File: src/rtl/bin2bcd_display_conv.sv
// Sequential binary-to-packed-BCD converter (double dabble, one bit per clock)
// feeding the 4-digit seven-segment driver; holds the last result between conversions.
module bin2bcd_display_conv #(
  parameter int          BIN_W       = 16,
  parameter logic [15:0] OVF_PATTERN = 16'hEEEE
) (
  input  logic             clk,
  input  logic             rst_n,
  input  logic             start,
  input  logic [BIN_W-1:0] bin_in,
  output logic             busy,
  output logic             done,
  output logic             overflow,
  output logic [15:0]      bcd_out
);

  // state | meaning
  // IDLE  | waiting for start; result registers hold last value
  // SHIFT | one add-3/shift iteration per clock, BIN_W iterations
  // LOAD  | publish result or overflow pattern, pulse done
  typedef enum logic [1:0] {IDLE, SHIFT, LOAD} state_t;

  localparam int SCR_W = 20 + BIN_W;

  state_t           state, state_nxt;
  logic [SCR_W-1:0] scratch, scratch_adj;
  logic [4:0]       cnt;
  logic             last_shift;

  assign last_shift = (cnt == 5'(BIN_W - 1));

  // Pre-shift correction on all five BCD digits.
  always_comb begin
    scratch_adj = scratch;
    for (int d = 0; d < 5; d++) begin
      if (scratch[BIN_W + 4*d +: 4] >= 4'd5)
        scratch_adj[BIN_W + 4*d +: 4] = scratch[BIN_W + 4*d +: 4] + 4'd3;
    end
  end

  always_ff @(posedge clk or negedge rst_n) begin
    if (!rst_n) state <= IDLE;
    else        state <= state_nxt;
  end

  always_comb begin
    state_nxt = state;
    case (state)
      IDLE:    if (start) state_nxt = SHIFT;
      SHIFT:   if (last_shift) state_nxt = LOAD;
      LOAD:    state_nxt = IDLE;
      default: state_nxt = IDLE;
    endcase
  end

  always_comb begin
    busy = (state != IDLE);
  end

  always_ff @(posedge clk or negedge rst_n) begin
    if (!rst_n) begin
      scratch  <= '0;
      cnt      <= '0;
      done     <= 1'b0;
      overflow <= 1'b0;
      bcd_out  <= 16'h0000;
    end else begin
      done <= 1'b0;
      case (state)
        IDLE: begin
          if (start) begin
            scratch <= {20'd0, bin_in};
            cnt     <= '0;
          end
        end
        SHIFT: begin
          scratch <= {scratch_adj[SCR_W-2:0], 1'b0};
          cnt     <= cnt + 5'd1;
        end
        LOAD: begin
          done <= 1'b1;
          if (scratch[SCR_W-1 -: 4] != 4'd0) begin
            bcd_out  <= OVF_PATTERN;
            overflow <= 1'b1;
          end else begin
            bcd_out  <= scratch[BIN_W +: 16];
            overflow <= 1'b0;
          end
        end
        default: ;
      endcase
    end
  end

endmodule

File: config.mk
export PLATFORM = sky130hd
export DESIGN_NAME = bin2bcd_display_conv
export DESIGN_NICKNAME = d
export VERILOG_FILES = /design/src/rtl/bin2bcd_display_conv.sv
export SDC_FILE = /design/constraint.sdc
export NUM_CORES = 1
export LEC_CHECK = 0
export ABC_AREA = 0
export BUFFER_PORTS_ARGS = -buffer_cell sky130_fd_sc_hd__buf_2
export CORE_MARGIN = 2
export CORE_UTILIZATION = 35
export DETAILED_ROUTE_END_ITERATION = 6
export GPL_TIMING_DRIVEN = 0
export PLACE_DENSITY = 0.51
export SLEW_MARGIN = 10
export SYNTH_ARGS = -nofsm -noshare
export SYNTH_HDL_FRONTEND = slang
export SYNTH_SLANG_ARGS = --single-unit
File: constraint.sdc
create_clock -name clk -period 1.5 [get_ports clk]
set_input_delay 0.3 -clock clk [delete_from_list [all_inputs] [get_ports clk]]
set_output_delay 0.3 -clock clk [all_outputs]
set_load 0.005 [all_outputs]
# Word level (Yosys, flattened, before mapping)
# Cells that the tools add are included.
# word_totals
elab_cells,43
regBits,61
out_inout_bits,19
input_bits,19
# classes
reduce_logical,6
addsub,6
eq_ne,5
magnitude_cmp,5
mux,15
# ops
cell,count
36-bit one-hot mux with 2 select lines,1
36-bit 2-to-1 mux,1
4-bit by 3-bit >= comparator with 1-bit output (second input constant),5
4-bit by 2-bit adder with 4-bit output (second input constant),4
16-bit 2-to-1 mux,1
4-bit 2-to-1 mux,4
5-bit one-hot mux with 2 select lines,1
5-bit by 1-bit adder with 5-bit output (second input constant),1
5-bit by 4-bit equality test with 1-bit output (second input constant),1
5-bit 2-to-1 mux,1
2-bit 2-to-1 mux,2
2-bit inequality test (second input constant),2
2-bit one-hot mux with 2 select lines,1
2-bit AND reduction,2
2-bit nonzero test,2
4-bit nonzero test,1
3-bit by 2-bit adder with 3-bit output (second input constant),1
3-bit 2-to-1 mux,1
2-bit by 1-bit equality test with 1-bit output (second input constant),1
2-bit equality test (second input constant),1
2-bit logical NOT,1
1-bit 2-to-1 mux,2

# Longest topological paths before layout
# logic_depth
depth_word,3
mapped_depth,6
ltp_nobuf,6

# Least setup slack after synthesis
# Ideal clock, no wire load.
# synth_timing
path_type,register to register
start,reg scratch[28]
end,reg scratch[29]
arrival_ps,1206
path_stages_with_launch,7
required_time_ps,1359
path_slack_ps,153
cell_sequence,dfrtp_1 > inv_1 > ha_1 > nand2b_1 > a21oi_1 > xnor2_1 > o22ai_1
# synth_via
elab_chain_cells,3
# synth_rtl
item,line_no,rtl
from (decl),26,"logic [SCR_W-1:0] scratch, scratch_adj;"
from (signal assigned),72,"scratch <= {20'd0, bin_in};"
from (signal assigned),77,"scratch <= {scratch_adj[SCR_W-2:0], 1'b0};"
4-bit by 2-bit adder with 4-bit output or 4-bit by 3-bit >= comparator with 1-bit output (tied branches),"37, 36",
4-bit 2-to-1 mux (*),36,if (scratch[BIN_W + 4*d +: 4] >= 4'd5)
36-bit one-hot mux with 2 select lines (*),69,case (state)
# Every way passes the cells marked *; elsewhere a longest branch is shown, timed or not.
# A chain may end at the register's enable or synchronous reset.

# Final worst setup path
# layout_timing
start,reg state[1]
end,out busy
# layout_via
elab_chain_cells,1
# layout_rtl
item,line_no,rtl
from (decl),25,"state_t state, state_nxt;"
from (signal assigned),43,else state <= state_nxt;
2-bit nonzero test,57,busy = (state != IDLE);
to (decl),11,"output logic busy,"
# No other way between the ends.

==> out/metrics.yaml <==
sta:
  drv_slew: 0
  worstMarginPinSlew_ps: 777.0
  fin_worst_skew_ps: 8.322
  finalCritPeriodShare_pct: 106.3
  slew_headroom_pct: 48.20
  fmax_mhz: 627.1
  hold_violations: 0
  setup_violations: 1
  setup_tns_ps: -94.72
  worst_slack_ps: -94.72
  rsz0062_at_grt: "yes"
  fin_crit_ps: 1595
drt:
  viasPerCell: 5.234
  routed_wl_um: 6740
  wl_per_cell_um: 15.32
  num_vias: 2303
  first_pass_iters: 4
  drt_iter0_drc: 63
  ant_nets: 0
  drc: 0
clock_tree:
  cts_made_buffers: 9
  cts_tree: "done"
  htreeDepth: 3
  clock-sinks: 61
  path_clk_slew_ps: 70
  clock-root-buffer: "clkbuf_8"
  cts_buffer_depth: 2
  cts_hold_buffers: 0
  clk_latency_ps: 350
final_layout:
  fin_util_pct: 44.30
  syn_to_final_growth_pct: 23.92
  diodes: 0
  drive_gt1_share_pct: 26.87
  fin_nets: 362
synthesis:
  synth_top_area_share_pct: 52.50
  syn_inst: 278
  syn-num-nets: 310
  avgSynthCellArea_um2: 10.46
  synth_top_area_cell: "dfrtp_1"
  yosysUniqueCellTypes: 38
  synth-edff-count: 0
  synth_common_cells: "dfrtp_1, a21oi_1, o21ai_1"
  synthArstFlopShare_pct: 100.0
  syn_area_mm2: 0.002908
  synth_area_leaders: "dfrtp_1, ha_1, a21oi_1"
  yosysWarnings: 0
  ys_ff_latch: 61
  yosysMostFrequentCell: "dfrtp_1"
  ys.flop_type: "dfrtp_1"
  ys_seq_area_share_pct: 52.50
worst_setup_path:
  path_cells: "buf_6 > buf_6 > or2_4 > buf_6"
  critPathKind: "reg -> out"
  crit_path_frequent_cell: "buf_6"
  max_stage_delay_ps: 400
  endpoint_kind: "primary output"
  critPathMaxFanout: 2
  cpMaxStageDelayCell: "dfrtp_1"
  crit_path_start_kind: "flop"
  cp.arrival_ps: 1290
  worstPathRequired_ps: 1200
die:
  initial_core_util_pct: 35.75
  fp-row-count: 33
  ios: 38
  die-height_um: 95.15
  die_width_um: 95.15
  core_area_mm2: 0.008134
  dieArea_mm2: 0.009054
placed_design:
  port_buffers: 37
  hpwl_um: 4386
  place_congestion: 0.7725
global_routing:
  track_usage_pct: 16.63
  grt_max_degree: 62
  grt_pass1_vias: 2211
  grt_pass1_wl_um: 11300
  grt-ovfl-total: 0
  antenna_found_initial: 0
power_and_ir_drop:
  powerDensity_mw_per_mm2: 2104
  power.total_uw: 7582
  p_leak_uw: 0.001669
  peakVddDrop_v: 0.0004883
run:
  maxCapViolCount: 0
worst_hold_path:
  worstHoldPathType: "in -> async"
run_status:
  violations: "setup timing"
  outcome: "finished, violations left"
## logic make-up (layout without fill, tap and decap cells)
logic type | count (synthesis) | count (layout) | synth area share, %
AND/OR/NAND/NOR | 62 | 62 | 11.45
AO/OA/AOI/OAI | 106 | 106 | 23.54
flip-flops | 61 | 61 | 52.50
buffers and inverters | 28 | 85 | 4.518
adder cells (fa/ha/maj) | 13 | 13 | 5.594
XOR/XNOR | 8 | 8 | 2.410
## power breakdown
group	switching (µW)	internal [µW]	total (µW)
logic	1510	1430	2940
clock network	662	1150	1810
registers	533	2300	2830
## repair_timing
item | in CTS | in global routing
buffers inserted | 4 | 0
pin swaps | 0 | 1
gates resized for setup | 16 | 24
setup endpoints to repair | 17 | 33
endpoints found under the hold margin | 0 | 0
## stage by stage
step	setup WS [ps]	hold WS [ps]	area (µm²)	std cells
2_1_floorplan	153.3	4.409	2908	278
3_3_place_gp	-126.2	469.1	3224	420
3_5_place_dp	-89.32	442.4	3227	420
4_1_cts	-110.9	64.65	3552	440
5_1_grt	-129.0	100.9	3603	440
6_report	-94.72	29.86	3603	440
## layout by cell type (no fill, tap or decap), types with 2 or more instances in the layout
cell type and instances:
nor2b_1 17, o22ai_1 7, xor2_1 3, o31ai_1 5
nor2_1 9, a22o_1 2, o32ai_1 3, nand3_1 6
clkbuf_8 10, a21oi_4 3, ha_2 3, a21oi_2 2
o22a_1 8, xnor2_1 5, buf_6 6, bufinv_16 3
clkbuf_1 2, o311ai_1 5, nand2_1 13, inv_2 7
a22oi_1 15, a21oi_1 22, dfrtp_1 61, a32o_1 5
buf_2 40, nand2b_1 6, o21ai_1 24, inv_1 4
buf_4 9, o21ai_0 4, and3_1 2, ha_1 10
## flip-flops by register name (all words and copies together) (netlist names)
signal    flops
cnt           5
bcd_out      16
scratch      36
done          1
state         2
overflow      1
## cell type report
type	instances	area [µm²]
timing repair buffer	41	224.0
fill	783	4531
multi-input combinational	189	1311
clock buffer	12	145.1
buffer	16	122.6
clock inverter	4	95.09
tap	105	131.4
inverter	12	47.55
sequential	61	1526
## worst max-delay path, delay by kind of cell (launching register included)
family / cells / cell delay, ps
buf+inv: 3 / 340
flops: 1 / 400
simple gates: 1 / 220
## routing by layer
layer | track usage [%] | vias to the layer above | wire [µm]
li1 | - | 1117 | -
met1 | 23.47 | 1124 | 3285
met2 | 24.18 | 47 | 3016
met3 | 2.925 | 15 | 253
met4 | 9.058 | 0 | 184
met5 | 0 | - | 0
## final timing paths
path | cells after the start | end | startpoint | slack, ps
max | 4 | busy | state[1]$_DFFE_PN0P_ | -90
min | 1 | bcd_out[5]$_DFFE_PN0P_ | rst_n | 30
max reg2reg | 4 | scratch[20]$_DFFE_PN0P_ | state[1]$_DFFE_PN0P_ | 80
min reg2reg | 1 | cnt[2]$_DFFE_PN0P_ | cnt[2]$_DFFE_PN0P_ | 490
max in group asynchronous | 1 | cnt[2]$_DFFE_PN0P_ | rst_n | 960
min in group clk | 3 | scratch[11]$_DFFE_PN0P_ | bin_in[11] | 220
Note: power is estimated with default switching activity, not from simulation.
